## src/rtl/counter_pkg.sv

```systemverilog
// Shared counter definitions: direction encodings and the per-digit width helper
// used by the counter and the seven-segment display decoders.
package counter_pkg;

    localparam logic DIR_UP = 1'b1;
    localparam logic DIR_DN = 1'b0;

    function automatic int digit_width(input int base);
        return $clog2(base);
    endfunction

endpackage

```

## src/rtl/digit_chain_counter_if.sv

```systemverilog
// Control/status bundle of the digit chain counter; master drives commands,
// slave (the counter) returns the packed count and terminal flags.
interface digit_chain_counter_if
    import counter_pkg::*;
#(
    parameter int DIGITS = 2,
    parameter int BASE   = 10
);
    localparam int DW = digit_width(BASE);

    logic                   clear;
    logic                   load;
    logic [DIGITS*DW-1:0]   load_value;
    logic                   enable;
    logic                   up_dn;
    logic [DIGITS*DW-1:0]   count;
    logic                   at_max;
    logic                   at_min;
    logic                   wrap;

    modport master (
        output clear, load, load_value, enable, up_dn,
        input  count, at_max, at_min, wrap
    );

    modport slave (
        input  clear, load, load_value, enable, up_dn,
        output count, at_max, at_min, wrap
    );

endinterface

```

## src/rtl/counter_digit.sv

```systemverilog
// One mod-BASE digit register with clear, clamped load and a single up/down step.
module counter_digit
    import counter_pkg::*;
#(
    parameter int  BASE = 10,
    localparam int DW   = digit_width(BASE)
) (
    input  logic          clk,
    input  logic          reset_n,
    input  logic          clear,
    input  logic          load,
    input  logic [DW-1:0] load_digit,
    input  logic          step,
    input  logic          up_dn,
    output logic [DW-1:0] q,
    output logic          is_max,
    output logic          is_min
);

    localparam logic [DW-1:0] MAX_VAL = DW'(BASE - 1);

    logic [DW-1:0] q_q;
    logic [DW-1:0] q_d;

    always_comb begin
        q_d = q_q;
        if (clear) begin
            q_d = '0;
        end else if (load) begin
            // Digits outside 0..BASE-1 are clamped so the register never leaves range.
            q_d = (int'(load_digit) > BASE - 1) ? MAX_VAL : load_digit;
        end else if (step) begin
            if (up_dn == DIR_UP) begin
                q_d = (q_q == MAX_VAL) ? '0 : q_q + DW'(1);
            end else begin
                q_d = (q_q == '0) ? MAX_VAL : q_q - DW'(1);
            end
        end
    end

    always_ff @(posedge clk or negedge reset_n) begin
        if (!reset_n) begin
            q_q <= '0;
        end else begin
            q_q <= q_d;
        end
    end

    assign q      = q_q;
    assign is_max = (q_q == MAX_VAL);
    assign is_min = (q_q == '0);

endmodule

```

## src/rtl/digit_chain_counter.sv

```systemverilog
// Multi-digit mod-BASE up/down counter: combinational carry/borrow chain across
// counter_digit instances, optional saturation and a registered wrap pulse.
module digit_chain_counter
    import counter_pkg::*;
#(
    parameter int DIGITS   = 2,
    parameter int BASE     = 10,
    parameter int SATURATE = 0
) (
    input  logic                 clk,
    input  logic                 reset_n,
    digit_chain_counter_if.slave bus
);

    localparam int   DW  = digit_width(BASE);
    localparam logic SAT = (SATURATE != 0);

    logic [DIGITS-1:0]    dig_max;
    logic [DIGITS-1:0]    dig_min;
    logic [DIGITS-1:0]    dig_step;
    logic [DIGITS:0]      carry_up;
    logic [DIGITS:0]      carry_dn;
    logic [DIGITS*DW-1:0] count;
    logic                 at_max;
    logic                 at_min;
    logic                 terminal;
    logic                 step_en;
    logic                 wrap_q;
    logic                 wrap_d;

    assign carry_up[0] = 1'b1;
    assign carry_dn[0] = 1'b1;

    generate
        for (genvar gi = 0; gi < DIGITS; gi++) begin : g_digit
            // Digit gi moves only when every lower digit is at its rollover value.
            assign carry_up[gi+1] = carry_up[gi] & dig_max[gi];
            assign carry_dn[gi+1] = carry_dn[gi] & dig_min[gi];
            assign dig_step[gi]   = step_en &
                                    ((bus.up_dn == DIR_UP) ? carry_up[gi] : carry_dn[gi]);

            counter_digit #(
                .BASE (BASE)
            ) u_digit (
                .clk        (clk),
                .reset_n    (reset_n),
                .clear      (bus.clear),
                .load       (bus.load),
                .load_digit (bus.load_value[gi*DW +: DW]),
                .step       (dig_step[gi]),
                .up_dn      (bus.up_dn),
                .q          (count[gi*DW +: DW]),
                .is_max     (dig_max[gi]),
                .is_min     (dig_min[gi])
            );
        end
    endgenerate

    assign at_max   = carry_up[DIGITS];
    assign at_min   = carry_dn[DIGITS];
    assign terminal = (bus.up_dn == DIR_UP) ? at_max : at_min;

    // In saturate mode a step off the terminal value is suppressed entirely.
    assign step_en = bus.enable & ~(SAT & terminal);

    always_comb begin
        wrap_d = ~bus.clear & ~bus.load & step_en & terminal;
    end

    always_ff @(posedge clk or negedge reset_n) begin
        if (!reset_n) begin
            wrap_q <= 1'b0;
        end else begin
            wrap_q <= wrap_d;
        end
    end

    assign bus.count  = count;
    assign bus.at_max = at_max;
    assign bus.at_min = at_min;
    assign bus.wrap   = wrap_q;

endmodule

```

## src/flat_wrapper.sv

```systemverilog
// flat-port wrapper written by rule: the top's interface ports become plain ports
module digit_chain_counter_flat import counter_pkg::*;
#(
    parameter int DIGITS   = 2,
    parameter int BASE     = 10,
    parameter int SATURATE = 0
)
  (clk, reset_n, bus_clear, bus_load, bus_load_value, bus_enable, bus_up_dn, bus_count, bus_at_max, bus_at_min, bus_wrap);
  digit_chain_counter_if #(.DIGITS(DIGITS), .BASE(BASE)) bus_i ();
  input  logic clk;
  input  logic reset_n;
  input wire logic [$bits(bus_i.clear)-1:0] bus_clear;
  input wire logic [$bits(bus_i.load)-1:0] bus_load;
  input wire logic [$bits(bus_i.load_value)-1:0] bus_load_value;
  input wire logic [$bits(bus_i.enable)-1:0] bus_enable;
  input wire logic [$bits(bus_i.up_dn)-1:0] bus_up_dn;
  output wire logic [$bits(bus_i.count)-1:0] bus_count;
  output wire logic [$bits(bus_i.at_max)-1:0] bus_at_max;
  output wire logic [$bits(bus_i.at_min)-1:0] bus_at_min;
  output wire logic [$bits(bus_i.wrap)-1:0] bus_wrap;
  assign bus_i.clear = bus_clear;
  assign bus_i.load = bus_load;
  assign bus_i.load_value = bus_load_value;
  assign bus_i.enable = bus_enable;
  assign bus_i.up_dn = bus_up_dn;
  assign bus_count = bus_i.count;
  assign bus_at_max = bus_i.at_max;
  assign bus_at_min = bus_i.at_min;
  assign bus_wrap = bus_i.wrap;
  digit_chain_counter #(.DIGITS(DIGITS), .BASE(BASE), .SATURATE(SATURATE)) u_core (.clk(clk), .reset_n(reset_n), .bus(bus_i));
endmodule
```

## config.mk

```make
export PLATFORM = sky130hd
export DESIGN_NAME = digit_chain_counter_flat
export DESIGN_NICKNAME = d
export VERILOG_FILES = /design/src/rtl/counter_pkg.sv /design/src/rtl/digit_chain_counter_if.sv /design/src/rtl/counter_digit.sv /design/src/rtl/digit_chain_counter.sv /design/src/flat_wrapper.sv
export SDC_FILE = /design/constraint.sdc
export NUM_CORES = 1
export LEC_CHECK = 0
export ABC_AREA = 1
export ABC_CLOCK_PERIOD_IN_PS = 1550
export CAP_MARGIN = 25
export CELL_PAD_IN_SITES_DETAIL_PLACEMENT = 0
export CELL_PAD_IN_SITES_GLOBAL_PLACEMENT = 2
export CORE_UTILIZATION = 27
export DETAILED_ROUTE_END_ITERATION = 8
export DONT_BUFFER_PORTS = 1
export PLACE_DENSITY = 0.68
export SLEW_MARGIN = 10
export SYNTH_ARGS = -nofsm -noshare
export SYNTH_HDL_FRONTEND = slang
export SYNTH_SLANG_ARGS = --single-unit
```

## constraint.sdc

```tcl
create_clock -name clk -period 1.55 [get_ports clk]
set_input_delay 0.2325 -clock clk [delete_from_list [all_inputs] [get_ports clk]]
set_output_delay 0.2325 -clock clk [all_outputs]
set_load 0.005 [all_outputs]
```

### Word-level counts from Yosys, hierarchy flattened

Index checks and enable logic that the tools add are counted.

| cells by class | value |
|---|---|
| add/subtract/negate cells | 4 |
| magnitude comparators | 2 |
| equal/unequal tests | 2 |
| multiplexer cells | 16 |
| bitwise operators | 8 |
| reductions and logical operators | 4 |

Operator list:

| operator | number |
|---|---|
| $mux 4 | 14 |
| $add 4x1->4 const B | 2 |
| $eq 4x4->1 const B | 2 |
| $gt 4x4->1 const B | 2 |
| $logic_not 4->1 | 2 |
| $sub 4x1->4 const B | 2 |
| $and 1x1->1 | 6 |
| $reduce_bool 3->1 | 2 |
| $mux 1 | 2 |
| $not 1->1 | 2 |

| word-level totals | value |
|---|---|
| flip-flop bits (word level) | 9 |
| logic and storage cells | 39 |

### Longest topological paths before layout

Gate-level depths: netlist (run 1).

| logic depth | value |
|---|---|
| depth after elaboration | 6 |
| gate-level depth with buffers | 10 |
| mapped depth without buffers | 10 |

### Modules after synthesis

From an unflattened synthesis (run 1), not the netlist that was laid out.

| unflattened totals | value |
|---|---|
| cells, all modules | 162 |
| area total of the unflattened synthesis | 973.4 um2 |

Modules (own cells, without submodules):

| module | times used | cells an instance | area an instance (um2) | seq. area each (um2) |
|---|---|---|---|---|
| counter_digit | 2 | 74 | 445.4 | 100.1 |
| digit_chain_counter | 1 | 14 | 82.6 | 25.0 |

### Worst setup path before layout (run 1)

No wires, ideal clock.

| path | value |
|---|---|
| path type | reg-to-reg |
| start point | register u_core.g_digit[1].u_digit.q_q[0] |
| end point | register u_core.g_digit[1].u_digit.q_q[1] |
| setup time | 0.117 ns |
| data arrival time | 1.343 ns |
| required time | 1.433 ns |
| path slack | 0.090 ns |
| cell stages (with the launch flop) | 10 |
| path buffers | 0 |
| clock period less this slack | 1.460 ns |
| cells stage by stage | dfrtp_1 -> inv_1 -> ha_1 -> or2_2 -> nand3_1 -> nand2_1 -> nand2_1 -> nand2_1 -> nand3_1 -> nand2_1 |

| on the way | value |
|---|---|
| longest elaborated chain between the ends | 6 |
| elaborated cells between the ends (all ways) | 10 |
| those cells by class | 2 x add/sub; 1 x eq/ne; 6 x mux; 1 x reduce/logical |

Ends and longest elaborated chain:

| item | line | text |
|---|---|---|
| start, declared | counter_digit.sv:22 | `logic [DW-1:0] q_q;` |
| start signal, assigned | counter_digit.sv:45 | `q_q <= q_d;` |
| $sub 4x1->4, or another cell as far along | counter_digit.sv:36 | `q_d = (q_q == '0) ? MAX_VAL : q_q - DW'(1);` |
| $mux 4, on equally long branches | counter_digit.sv:36, counter_digit.sv:34 |  |
| $mux 4 * | counter_digit.sv:33 | `if (up_dn == DIR_UP) begin` |
| $mux 4 * | counter_digit.sv:32 | `end else if (step) begin` |
| $mux 4 * | counter_digit.sv:29 | `end else if (load) begin` |
| $mux 4 * | counter_digit.sv:27 | `if (clear) begin` |

Every way passes the cells marked *; elsewhere a longest branch is shown, timed or not. The select of a mux whose other input is x is not followed.
A chain may end at the register's enable or synchronous reset.

### Worst setup path after layout (run 1)

| path | value |
|---|---|
| start point | register u_core.g_digit[1].u_digit.q_q[1] |
| end point | output bus_at_max |

| on the way | value |
|---|---|
| longest elaborated chain between the ends | 2 |

Ends and longest elaborated chain:

| item | line | text |
|---|---|---|
| $eq 4x4->1 | counter_digit.sv:50 | `assign is_max = (q_q == MAX_VAL);` |
| $and 1x1->1 | digit_chain_counter.sv:37 | `assign carry_up[gi+1] = carry_up[gi] & dig_max[gi];` |
| end, declared | flat_wrapper.sv:18 | `output wire logic [$bits(bus_i.at_max)-1:0] bus_at_max;` |

No other way between the ends.

==> results of run 1 <==
[sequential cells by signal, indices dropped and copies added (netlist names)]
name / flops
u_core.g_digit.u_digit.q: 8
u_core.bus.wrap: 1
[cell usage after synthesis (3+ instances only)]
master   instances
a21oi_1          3
dfrtp_1          9
ha_1             4
inv_1           11
inv_2            4
nand2_1         51
nand2_2          4
nand3_1         26
nor2_1          16
nor2_2           5
o21ai_0          5
[through the flow]
| step | power, mW | setup WS (ns) | instances |
|---|---|---|---|
| floorplan | 0.512 | 0.0900 | 152 |
| finish | 0.802 | 0.0633 | 204 |
| global placement | 0.583 | 0.0744 | 198 |
| CTS | 0.778 | 0.00352 | 203 |
| detailed placement | 0.578 | 0.0777 | 198 |
| global route | 0.874 | -0.0109 | 204 |
[logic make-up (layout without fill, tap and decap cells)]
| logic type | count (synthesis) | after routing | share of synthesized area (%) |
|---|---|---|---|
| AND/OR/NAND/NOR | 109 | 109 | 53.9 |
| buffers and inverters | 19 | 27 | 9.68 |
| flip-flops | 9 | 9 | 24.2 |
| adder cells (fa/ha/maj) | 4 | 4 | 5.38 |
| AO/OA/AOI/OAI | 11 | 11 | 6.85 |
[worst paths after layout]
| kind | startpoint | end | slack [ns] | cells past startpoint |
|---|---|---|---|---|
| max in group asynchronous | reset_n | u_core.g_digit[1].u_digit.q[1]$_DFFE_PN0P_ | 0.92 | 1 |
| min in group asynchronous | reset_n | u_core.g_digit[1].u_digit.q[0]$_DFFE_PN0P_ | 0.34 | 1 |
| setup reg to reg | u_core.g_digit[1].u_digit.q[1]$_DFFE_PN0P_ | u_core.g_digit[1].u_digit.q[1]$_DFFE_PN0P_ | 0.09 | 9 |
| hold / removal | bus_load | u_core.g_digit[0].u_digit.q[0]$_DFFE_PN0P_ | 0.12 | 2 |
| hold reg to reg | u_core.g_digit[1].u_digit.q[3]$_DFFE_PN0P_ | u_core.g_digit[1].u_digit.q[3]$_DFFE_PN0P_ | 0.58 | 2 |
| setup / recovery | u_core.g_digit[1].u_digit.q[1]$_DFFE_PN0P_ | bus_at_max | 0.06 | 4 |
[layout make-up]
class	instances	area, um^2
fill	368	2060
multi-input combinational	124	671
sequential	9	225
inverter	16	60.1
timing repair buffer	7	58.8
tap	44	55.1
clock buffer	4	26.3
[power groups by stage]
stage / registers, mW / clock network (mW) / logic (mW)
3_3_place_gp: 0.297 / 0 / 0.286
4_1_cts: 0.293 / 0.191 / 0.294
3_5_place_dp: 0.297 / 0 / 0.280
2_1_floorplan: 0.293 / 0 / 0.219
5_1_grt: 0.299 / 0.207 / 0.368
6_report: 0.294 / 0.185 / 0.322
[worst max-delay path, delay by kind of cell (launching register included)]
kind | cells | cell delay [ns]
flip-flops | 1 | 0.43
AND/OR/NAND/NOR | 2 | 0.26
adder cells (fa/ha/maj) | 1 | 0.16
buffers and inverters | 1 | 0.14
[timing repair]
| item | 4_1_cts | 5_1_grt |
|---|---|---|
| hold endpoints to repair | 9 | 0 |
| pin swaps | 1 | 3 |
| hold buffers | 1 | 0 |
| resized for setup | 3 | 11 |
| setup endpoints to repair | 2 | 3 |
| buffers inserted | 0 | 1 |
[metal layers]
layer | global-route usage (%) | vias to the layer above
met5 | 0 | -
met4 | 6.82 | 0
met3 | 1.49 | 5
met2 | 22.3 | 24
met1 | 22.9 | 433
li1 | - | 501
==> results.md, run 1 <==
- Synthesis Warnings: 0
- Hold slack: 0.115 ns
- Vias: 963
- Synth top area share: 24.2%
- Sw Share: 39.7%
- Final period utilization: 95.9%
- Slowest CP cell: dfrtp_1
- # clock sinks: 9
- Initial Utilization: 29.5%
- P_leak: 0.555 nW
- PwrDens: 731 mW/mm^2
- Switching pwr: 0.318 mW
- Final Max Tran Viols: 0
- Clk buf depth: 2
- Crit Path Category: reg -> out
- Largest net degree at the start of global routing: 12
- Syn Inst Count: 152
- Maximum clock rate: 0.673 GHz
- Outcome: finished, final reports clean
- Crit path max fanout: 4
- Avg Inst Size Synth: 6.12 um^2
- Cell accounting for the most synthesized area: dfrtp_1
- # IOs: 25
- Part of the power in registers: 36.7%
- Iter 0 DRT Violations: 25
- Sum of negative setup slack: 0 ns
- Commonest non-fill, non-tap cell in the layout: nand2_1
- Final setup viols: 0
- Asr flop ratio synth: 100%
- Critical Path AT: 1.25 ns
- Width of the die: 60.7 um
- Wire per inst: 12.5 um
- WL met3: 104 um
- HP Class: in -> reg
- Placed cell area: 993 um^2
- Cell Int Power: 0.483 mW
- Most frequent cells in the layout: 51 x nand2_1, 24 x nand3_1, 14 x nor2_1
- Clock power frac: 23.1%
- Max_cap viols: 0
- Most used DFF post-synth: dfrtp_1
- Final nets: 179
- Post-Syn Nets: 170
- Total Die Area: 0.00369 mm^2
- Htree depth: 1
- Diode count: 0
- Global-route wire length before repair: 4150 um
- Root Buffer Master: clkbuf_4
- Vias in the first global route: 922
- Grt ovf: 0
- Initial antenna violation count: 0
- Tmin final: 1.49 ns
- Max incr delay on CP: 0.43 ns
- CTS clk-pin slew, worst paths: 0.06 ns
- Synth unique cells: 25
- Port bufs: 0
- Residual DRC: 0
- RePlAce Congestion: 0.745
- Hold violation count in the final report: 0
- Worst slew pin tran: 0.422 ns
- Pre-antenna DRT Iters: 4
- Post-synthesis sequential area ratio: 24.2%
- Critical Path, Cell by Cell: inv_2 > ha_4 > nand3_4 > nor2_4
- Slew HR: 71.8%
- Post-synth EDFFs: 0
- ANT nets after route: 0
- Met1 Wirelength: 1280 um
- GR Util All Layers: 15.4%
- Startpoint Class: flip-flop
- Ranking of synthesized cells by area: dfrtp_1 24%, nand2_1 21%, nand3_1 14%, nor2_1 6.5%, ha_1 5.4%
- Maximum vdd ir drop: 0.265 mV
- CP endpoint kind: primary output
- Layout area overhead: 17.7%
- Routed wl met2: 1100 um
- DRT Wirelength: 2540 um
- CTS tree: done
- Core Util, Final: 34.8%
- Worst-skew pair later-pin latency: 0.26 ns
- #FFs+latches synth: 9
- Row cnt: 20
- Gate power share: 40.1%
- Post-route design area: 0.00110 mm^2
- Worst path required time: 1.32 ns
- Post-DP HPWL: 2010 um
- Chip height: 60.7 um
- Drt via density: 4.72
- Number of buffers created by CTS: 3
- Final Skew: 0.000398 ns
- Synthesized cell area: 931 um^2
- Core ar.: 0.00315 mm^2
- DR top layer: met4
- Fraction of layout cells with a size suffix above 1: 22.5%
(Power assumes the default switching activity.)
==> run 2: changes to the inputs <==
- CTS_BUF_LIST: not set -> sky130_fd_sc_hd__clkbuf_8
- RECOVER_POWER: not set -> 25
==> run 2 against run 1 <==
Sequential cell count stayed put. Clock skew is 0.0041 ns higher. Maximum frequency is 0.60% lower. Clock power is 45% higher. Register-to-register slack hardly changed. Sequential share of layout area is 0.31 points higher. Clock-buffer cell count is 1 lower. Worst hold slack better by 0.036 ns. Critical path depth stayed put. Largest cell class unchanged. Global-route usage is 0.089 points lower. Die area stayed put. Via count is 0.42% lower.
==> results.md, run 2 (synthesis gave the netlist of run 1 again) <==
- Clk buf depth: 2
- Post-DP HPWL: 2010 um
- Wire per inst: 12.5 um
- Most frequent cells in the layout: 51 x nand2_1, 25 x nand3_1, 14 x nor2_1
- GR Util All Layers: 15.3%
- CP endpoint kind: primary output
- ANT nets after route: 0
- Final nets: 178
- Port bufs: 0
- Critical Path AT: 1.26 ns
- P_leak: 0.558 nW
- PwrDens: 804 mW/mm^2
- Commonest non-fill, non-tap cell in the layout: nand2_1
- Maximum clock rate: 0.669 GHz
- Final Max Tran Viols: 0
- # clock sinks: 9
- Flip-flop count of the largest register, all copies and words added: 8
- Total Die Area: 0.00369 mm^2
- # IOs: 25
- Layout area overhead: 16.0%
- Setup Fix Bufs, Post-CTS: 0
- Maximum vdd ir drop: 0.367 mV
- Slew HR: 71.3%
- Fraction of layout cells with a size suffix above 1: 20.1%
- Pre-antenna DRT Iters: 4
- Initial antenna violation count: 0
- Drt via density: 4.72
- CTS tree: done
- Post-route design area: 0.00108 mm^2
- Core ar.: 0.00315 mm^2
- Diode count: 0
- Largest net degree at the start of global routing: 12
- RePlAce Congestion: 0.745
- Vias: 959
- Htree depth: 1
- Width of the die: 60.7 um
- Root Buffer Master: clkbuf_8
- Final period utilization: 96.5%
- HP Class: in -> reg
- Worst slew pin tran: 0.429 ns
- Tmin final: 1.50 ns
- Max_cap viols: 0
- Crit path max fanout: 4
- Number of buffers created by CTS: 3
- Final setup viols: 0
- Grt ovf: 0
- Iter 0 DRT Violations: 27
- Vias in the first global route: 913
- Final Skew: 0.00451 ns
- Row cnt: 20
- DRT Wirelength: 2540 um
- Residual DRC: 0
- CTS clk-pin slew, worst paths: 0.05 ns
- Crit Path Category: reg -> out
- Worst path required time: 1.32 ns
- RSZ-0062 raised after global routing: true
- Initial Utilization: 29.5%
- Outcome: finished, final reports clean
- Chip height: 60.7 um
- Worst-skew pair later-pin latency: 0.23 ns
- Placed cell area: 993 um^2
- Sum of negative setup slack: 0 ns
- Startpoint Class: flip-flop
- Global-route wire length before repair: 4150 um
- Hold violation count in the final report: 0
==> run 2: final timing paths <==
| check | start | endpoint | slack (ns) | cells past startpoint |
|---|---|---|---|---|
| worst min-delay path | bus_load | u_core.g_digit[0].u_digit.q[0]$_DFFE_PN0P_ | 0.15 | 2 |
| max in group asynchronous | reset_n | u_core.g_digit[0].u_digit.q[1]$_DFFE_PN0P_ | 0.88 | 1 |
| worst max-delay path | u_core.g_digit[1].u_digit.q[1]$_DFFE_PN0P_ | bus_at_max | 0.05 | 4 |
| worst max register to register | u_core.g_digit[1].u_digit.q[1]$_DFFE_PN0P_ | u_core.g_digit[1].u_digit.q[1]$_DFFE_PN0P_ | 0.08 | 9 |
| min in group asynchronous | reset_n | u_core.g_digit[1].u_digit.q[3]$_DFFE_PN0P_ | 0.37 | 1 |
| worst min register to register | u_core.g_digit[1].u_digit.q[3]$_DFFE_PN0P_ | u_core.g_digit[1].u_digit.q[3]$_DFFE_PN0P_ | 0.57 | 2 |
==> run 2: final cells by class <==
type                    instances  area, um^2
multi-input cells             124         643
well taps                      44        55.1
inverters                      16        60.1
clock inverters                 1        3.75
repair buffers                  6        51.3
clock buffers                   3        41.3
fillers                       370        2070
flip-flops and latches          9         225
==> run 2: repair_timing <==
item,CTS,global route
setup endpoints to repair,1,3
resized for setup,2,7
hold buffers,1,0
pin swaps,1,2
hold endpoints to repair,9,0
==> run 2: power by group <==
group          switching [mW]  internal, mW  leakage (nW)  total (mW)
sequential             0.0383         0.257         0.118       0.295
clock                  0.0952         0.173        0.0269       0.268
combinational           0.188         0.117         0.413       0.305
total                   0.321         0.546         0.558       0.868
==> run 2: critical path: stages, from the launching register on <==
cell and delay [ns]:
dfrtp_1 0.42, inv_1 0.12, ha_2 0.22, nand3_4 0.11
nor2_4 0.15
==> run 2: metrics by stage <==
step | util, % | std cells | power, mW | hold WS, ns | setup slack (ns)
after floorplan | - | 152 | 0.512 | -0.0631 | 0.0900
after global placement | 31.5 | 198 | 0.583 | -0.0629 | 0.0744
after detailed placement | 31.5 | 198 | 0.578 | -0.0629 | 0.0777
after CTS | 33.5 | 203 | 0.856 | 0.151 | 0.0399
after global routing | 34.2 | 203 | 0.934 | 0.185 | -0.0162
final | 34.2 | 203 | 0.868 | 0.151 | 0.0544
==> run 2: metal layers <==
metal  wire length [um]  global-route usage, %  up-vias
li1                   -                      -      500
met1               1270                   22.7      435
met2               1110                   22.3       19
met3                113                   1.92        5
met4                 39                   5.84        0
met5                  0                      0        -
